### config.mk
export PLATFORM = sky130hd
export DESIGN_NAME = arb2_stream_sel
export DESIGN_NICKNAME = d
export VERILOG_FILES = /design/src/rtl/arb2_stream_sel.sv
export SDC_FILE = /design/constraint.sdc
export NUM_CORES = 1
export LEC_CHECK = 0
export ABC_AREA = 1
export BUFFER_PORTS_ARGS = -buffer_cell sky130_fd_sc_hd__buf_2
export CORE_MARGIN = 1.5
export CORE_UTILIZATION = 44
export DETAILED_ROUTE_END_ITERATION = 8
export GPL_TIMING_DRIVEN = 0
export PLACE_DENSITY = 0.77
export SLEW_MARGIN = 20
export SYNTH_ARGS = -nofsm -noshare
export SYNTH_HDL_FRONTEND = slang
export SYNTH_SLANG_ARGS = --single-unit
### constraint.sdc
create_clock -name clk -period 2.02 [get_ports clk]
set_input_delay 0.404 -clock clk [delete_from_list [all_inputs] [get_ports clk]]
set_output_delay 0.404 -clock clk [all_outputs]
set_load 0.03 [all_outputs]
### src/rtl/arb2_stream_sel.sv
// Two-input round-robin stream arbiter that holds its grant for a whole packet
// and registers the chosen beat into a single-entry output stage.
module arb2_stream_sel #(
    parameter int WIDTH = 8
) (
    input  logic             clk,
    input  logic             rst,
    input  logic             in0_valid,
    input  logic [WIDTH-1:0] in0_data,
    input  logic             in0_last,
    output logic             in0_ready,
    input  logic             in1_valid,
    input  logic [WIDTH-1:0] in1_data,
    input  logic             in1_last,
    output logic             in1_ready,
    output logic             select,
    output logic             out_valid,
    output logic [WIDTH-1:0] out_data,
    output logic             out_last,
    input  logic             out_ready
);

    typedef enum logic [1:0] {
        IDLE  = 2'd0,
        LOCK0 = 2'd1,
        LOCK1 = 2'd2
    } state_t;

    state_t           state_reg, state_next;
    logic             prio_reg, prio_next;
    logic             out_valid_reg, out_valid_next;
    logic [WIDTH-1:0] out_data_reg, out_data_next;
    logic             out_last_reg, out_last_next;

    logic [1:0]       ch_valid;
    logic [1:0]       ch_last;
    logic [WIDTH-1:0] ch_data [2];
    logic [1:0]       ch_ready;

    logic             grant;
    logic             allow;
    logic             space;
    logic             accept;

    assign ch_valid   = {in1_valid, in0_valid};
    assign ch_last    = {in1_last, in0_last};
    assign ch_data[0] = in0_data;
    assign ch_data[1] = in1_data;

    always_ff @(posedge clk) begin
        if (rst) begin
            state_reg     <= IDLE;
            prio_reg      <= 1'b0;
            out_valid_reg <= 1'b0;
            out_data_reg  <= '0;
            out_last_reg  <= 1'b0;
        end else begin
            state_reg     <= state_next;
            prio_reg      <= prio_next;
            out_valid_reg <= out_valid_next;
            out_data_reg  <= out_data_next;
            out_last_reg  <= out_last_next;
        end
    end

    always_comb begin
        grant          = prio_reg;
        allow          = 1'b0;
        state_next     = state_reg;
        prio_next      = prio_reg;
        out_valid_next = out_valid_reg;
        out_data_next  = out_data_reg;
        out_last_next  = out_last_reg;

        // In IDLE a lone requester wins outright; ties and silence fall back to prio.
        case (state_reg)
            IDLE: begin
                if (ch_valid == 2'b01)
                    grant = 1'b0;
                else if (ch_valid == 2'b10)
                    grant = 1'b1;
                else
                    grant = prio_reg;
                allow = ch_valid[grant];
            end
            LOCK0: begin
                grant = 1'b0;
                allow = 1'b1;
            end
            LOCK1: begin
                grant = 1'b1;
                allow = 1'b1;
            end
            default: begin
                grant = prio_reg;
                allow = 1'b0;
            end
        endcase

        space  = ~out_valid_reg | out_ready;
        accept = ~rst & space & allow & ch_valid[grant];

        if (accept) begin
            out_valid_next = 1'b1;
            out_data_next  = ch_data[grant];
            out_last_next  = ch_last[grant];
            if (ch_last[grant]) begin
                state_next = IDLE;
                prio_next  = ~grant;
            end else begin
                state_next = grant ? LOCK1 : LOCK0;
            end
        end else if (out_ready) begin
            out_valid_next = 1'b0;
        end
    end

    // Only the granted channel can ever see ready; a lock holds off the other one.
    generate
        for (genvar gi = 0; gi < 2; gi++) begin : g_ready
            assign ch_ready[gi] = ~rst & space & allow & (grant == 1'(gi));
        end
    endgenerate

    assign in0_ready = ch_ready[0];
    assign in1_ready = ch_ready[1];
    assign select    = grant & ~rst;
    assign out_valid = out_valid_reg;
    assign out_data  = out_data_reg;
    assign out_last  = out_last_reg;

endmodule

==> flow_summary_export.csv <==
group,metric,value,unit
setup_path,crit_arrival,1.54,ns
logic_synthesis,synth.distinct_cells,17,
grt,grt_pass1_vias,752,
clocking,cts_sinks,13,
finish,final_design_area_no_fill,1100,um^2
timing,finalMaxSlewViolations,0,
power,p_leak,0.000617,uW
finish,finalCoreUtilization,0.705,
route,vias,857,
setup_path,worst-r2r-setup-slack,0.30,ns
route,wl,1900,um
die,boundaryPins,36,
route,dr.pass1.iters,7,
timing,hold_ws,0.355,ns
setup_path,cp_max_fo,4,
logic_synthesis,yosysTopAreaCell,"dfxtp_1",
setup_path,slowest_delay,0.35,ns
timing,final_hold_viol_count,0,
logic_synthesis,netlist_top_cells_area,"dfxtp_1 (35%), nand2_1 (18%), nor2_1 (12%)",
grt,grt_max_degree,11,
logic_synthesis,synth_warnings,0,
power,power_density,1160,nW/um^2
finish,antenna_cells,0,
run,drv_cap,0,
setup_path,slowest_stage,"dfxtp_2",
finish,area_growth,46.5,%
setup_path,crit_chain,"inv_2 -> ha_1 -> nor2_1 -> nand2_2 -> nand2_4 -> inv_2 -> buf_6 -> nor2_4 -> buf_6",
grt,grt_use_total,0.222,
setup_path,required,1.62,ns
route,via_per_inst,4.76,
setup_path,crit_type,"flop to output port",
route,drtIter0Drc,16,
logic_synthesis,synth_top_cell_area_share,0.347,
finish,nNetsFinal,191,
timing,max-slew-margin-rel,0.763,
place,hpwl,1350,um
die,core,1560,um^2
route,ant_nets,0,
power,vdd_drop_max,717,uV
timing,setup_violations,0,
timing,rsz0062_at_grt,"yes",
clocking,cts_root_buf,"clkbuf_4",
place,place_congestion,0.784,
route,routedWlPerCell,10.6,um
timing,layout_min_cycle_time,1.94,ns
die,die_area,1960,um^2
finish,largest_reg_flops,8,
clocking,cts_inserted_buffers,3,
setup_path,crit_family,"simple AND/OR/NAND/NOR gates",
logic_synthesis,syn-num-nets,145,
hold_path,hold_class,"input port to flop",
place,dpl.cell_count,170,
finish,nFillCells,142,
logic_synthesis,syn_area,751,um^2
logic_synthesis,avgSynthCellArea,6.31,um^2
timing,tightest_slew,0.355,ns
route,drc_errors,1,
logic_synthesis,synthCells,119,
logic_synthesis,ys_seq_area_frac,0.347,
die,die_w,44.3,um
place,place_area,946,um^2
timing,max_freq,0.515,GHz
clocking,clk_latency,0.28,ns
clocking,h-tree-depth,1,
grt,antenna_found_initial,0,
finish,instances_no_fill,180,
finish,drive_above_1_share,0.421,
outcome,status,"finished, violations left",
timing,skew,0.00363,ns
grt,overflow,0,
die,start_util,0.482,
die,die_h,44.3,um
clocking,cts_tree,"yes",
setup_path,crit_buf_inv,4,
setup_path,cp-start-kind,"flop",
setup_path,crit_path_end_kind,"output port",
clocking,clk_path_buf_depth,2,
timing,period_share,0.962,
outcome,violations,"DRC",
grt,grt_pass1_wl,3160,um
power,p_total,1280,uW
place,portBuffers,35,
logic_synthesis,ys_seq_elements,13,
die,core.rowCount,14,
clocking,cts.clk_slew.worst_paths,0.09,ns
-- layout make-up --
cell class	count	area, um^2	area share
clock buffer	3	22.5	0.0205
sequential	13	263	0.239
tap	16	20.0	0.0182
buffer	5	48.8	0.0444
clock inverter	1	5.00	0.00455
inverter	14	52.6	0.0478
timing repair buffer	41	239	0.217
multi-input combinational	87	449	0.408
-- path summary, 6_finish.rpt --
| path | from | to | cells after the start |
|---|---|---|---|
| setup / recovery | state_reg[0]$_SDFFE_PP0P_ | in0_ready | 9 |
| hold / removal | rst | prio_reg$_SDFFE_PP0P_ | 2 |
| setup reg to reg | state_reg[0]$_SDFFE_PP0P_ | out_data[1]$_SDFFE_PP0P_ | 11 |
| hold reg to reg | out_last$_SDFFE_PP0P_ | out_last$_SDFFE_PP0P_ | 2 |
-- cells in the mapped netlist --
library cell   n
inv_1         13
a21oi_2        2
clkbuf_1       1
inv_2          1
a21oi_1        3
nand2_1       37
nand3_1        1
nor2_1        24
o21ai_0       12
buf_2          1
nand3_2        1
buf_6          2
buf_4          1
dfxtp_1       13
nand4_1        1
nand2_2        3
ha_1           3
-- kinds of logic (layout without fill, tap and decap cells) --
family                   Yosys count  after routing  synth area share
flip-flops                        13             13             0.347
adder cells (fa/ha/maj)            3              3            0.0500
AND/OR/NAND/NOR                   67             67             0.358
buffers and inverters             19             64             0.122
AO/OA/AOI/OAI                     17             17             0.123
-- layer usage --
layer | part of all wire | vias up | track usage
met3 | 0.056 | 5 | 0.0694
met2 | 0.48 | 30 | 0.356
met1 | 0.45 | 366 | 0.276
met5 | 0 | - | 0
li1 | - | 456 | -
met4 | 0.018 | 0 | 0.0909
-- placed cells by master (no fill, tap or decap) --
cell / count
nand2_1: 37
buf_2: 32
nor2_1: 21
o21ai_0: 12
dfxtp_1: 11
inv_1: 9
buf_6: 7
buf_4: 6
inv_2: 5
a21oi_2: 4
nor2_4: 3
clkbuf_4: 3
nand2_2: 2
dfxtp_2: 2
nand2_4: 1
nand4_1: 1
nand3_1: 1
clkbuf_1: 1
nand3_2: 1
a21oi_1: 1
ha_4: 1
ha_1: 1
ha_2: 1
clkinv_2: 1
-- stage by stage --
| stage | setup slack [ns] | setup TNS (ns) |
|---|---|---|
| floorplan | 0.147 | 0 |
| global placement | 0.202 | 0 |
| detailed placement | 0.165 | 0 |
| CTS | 0.00184 | 0 |
| global route | -0.0212 | -0.0251 |
| finish | 0.0766 | 0 |
-- power by group --
part	switching (uW)	internal [uW]	total (uW)	leakage, uW
clock network	94.9	73.6	168	0.0000177
registers	31.7	318	350	0.000107
logic	456	305	761	0.000492
-- what timing repair did --
item,in CTS,in global routing
endpoints found under the setup margin,3,3
setup buffers,4,2
resized for setup,9,18
hold buffers,0,0
pin swaps,1,2
Power figures use the tool's default switching activity.
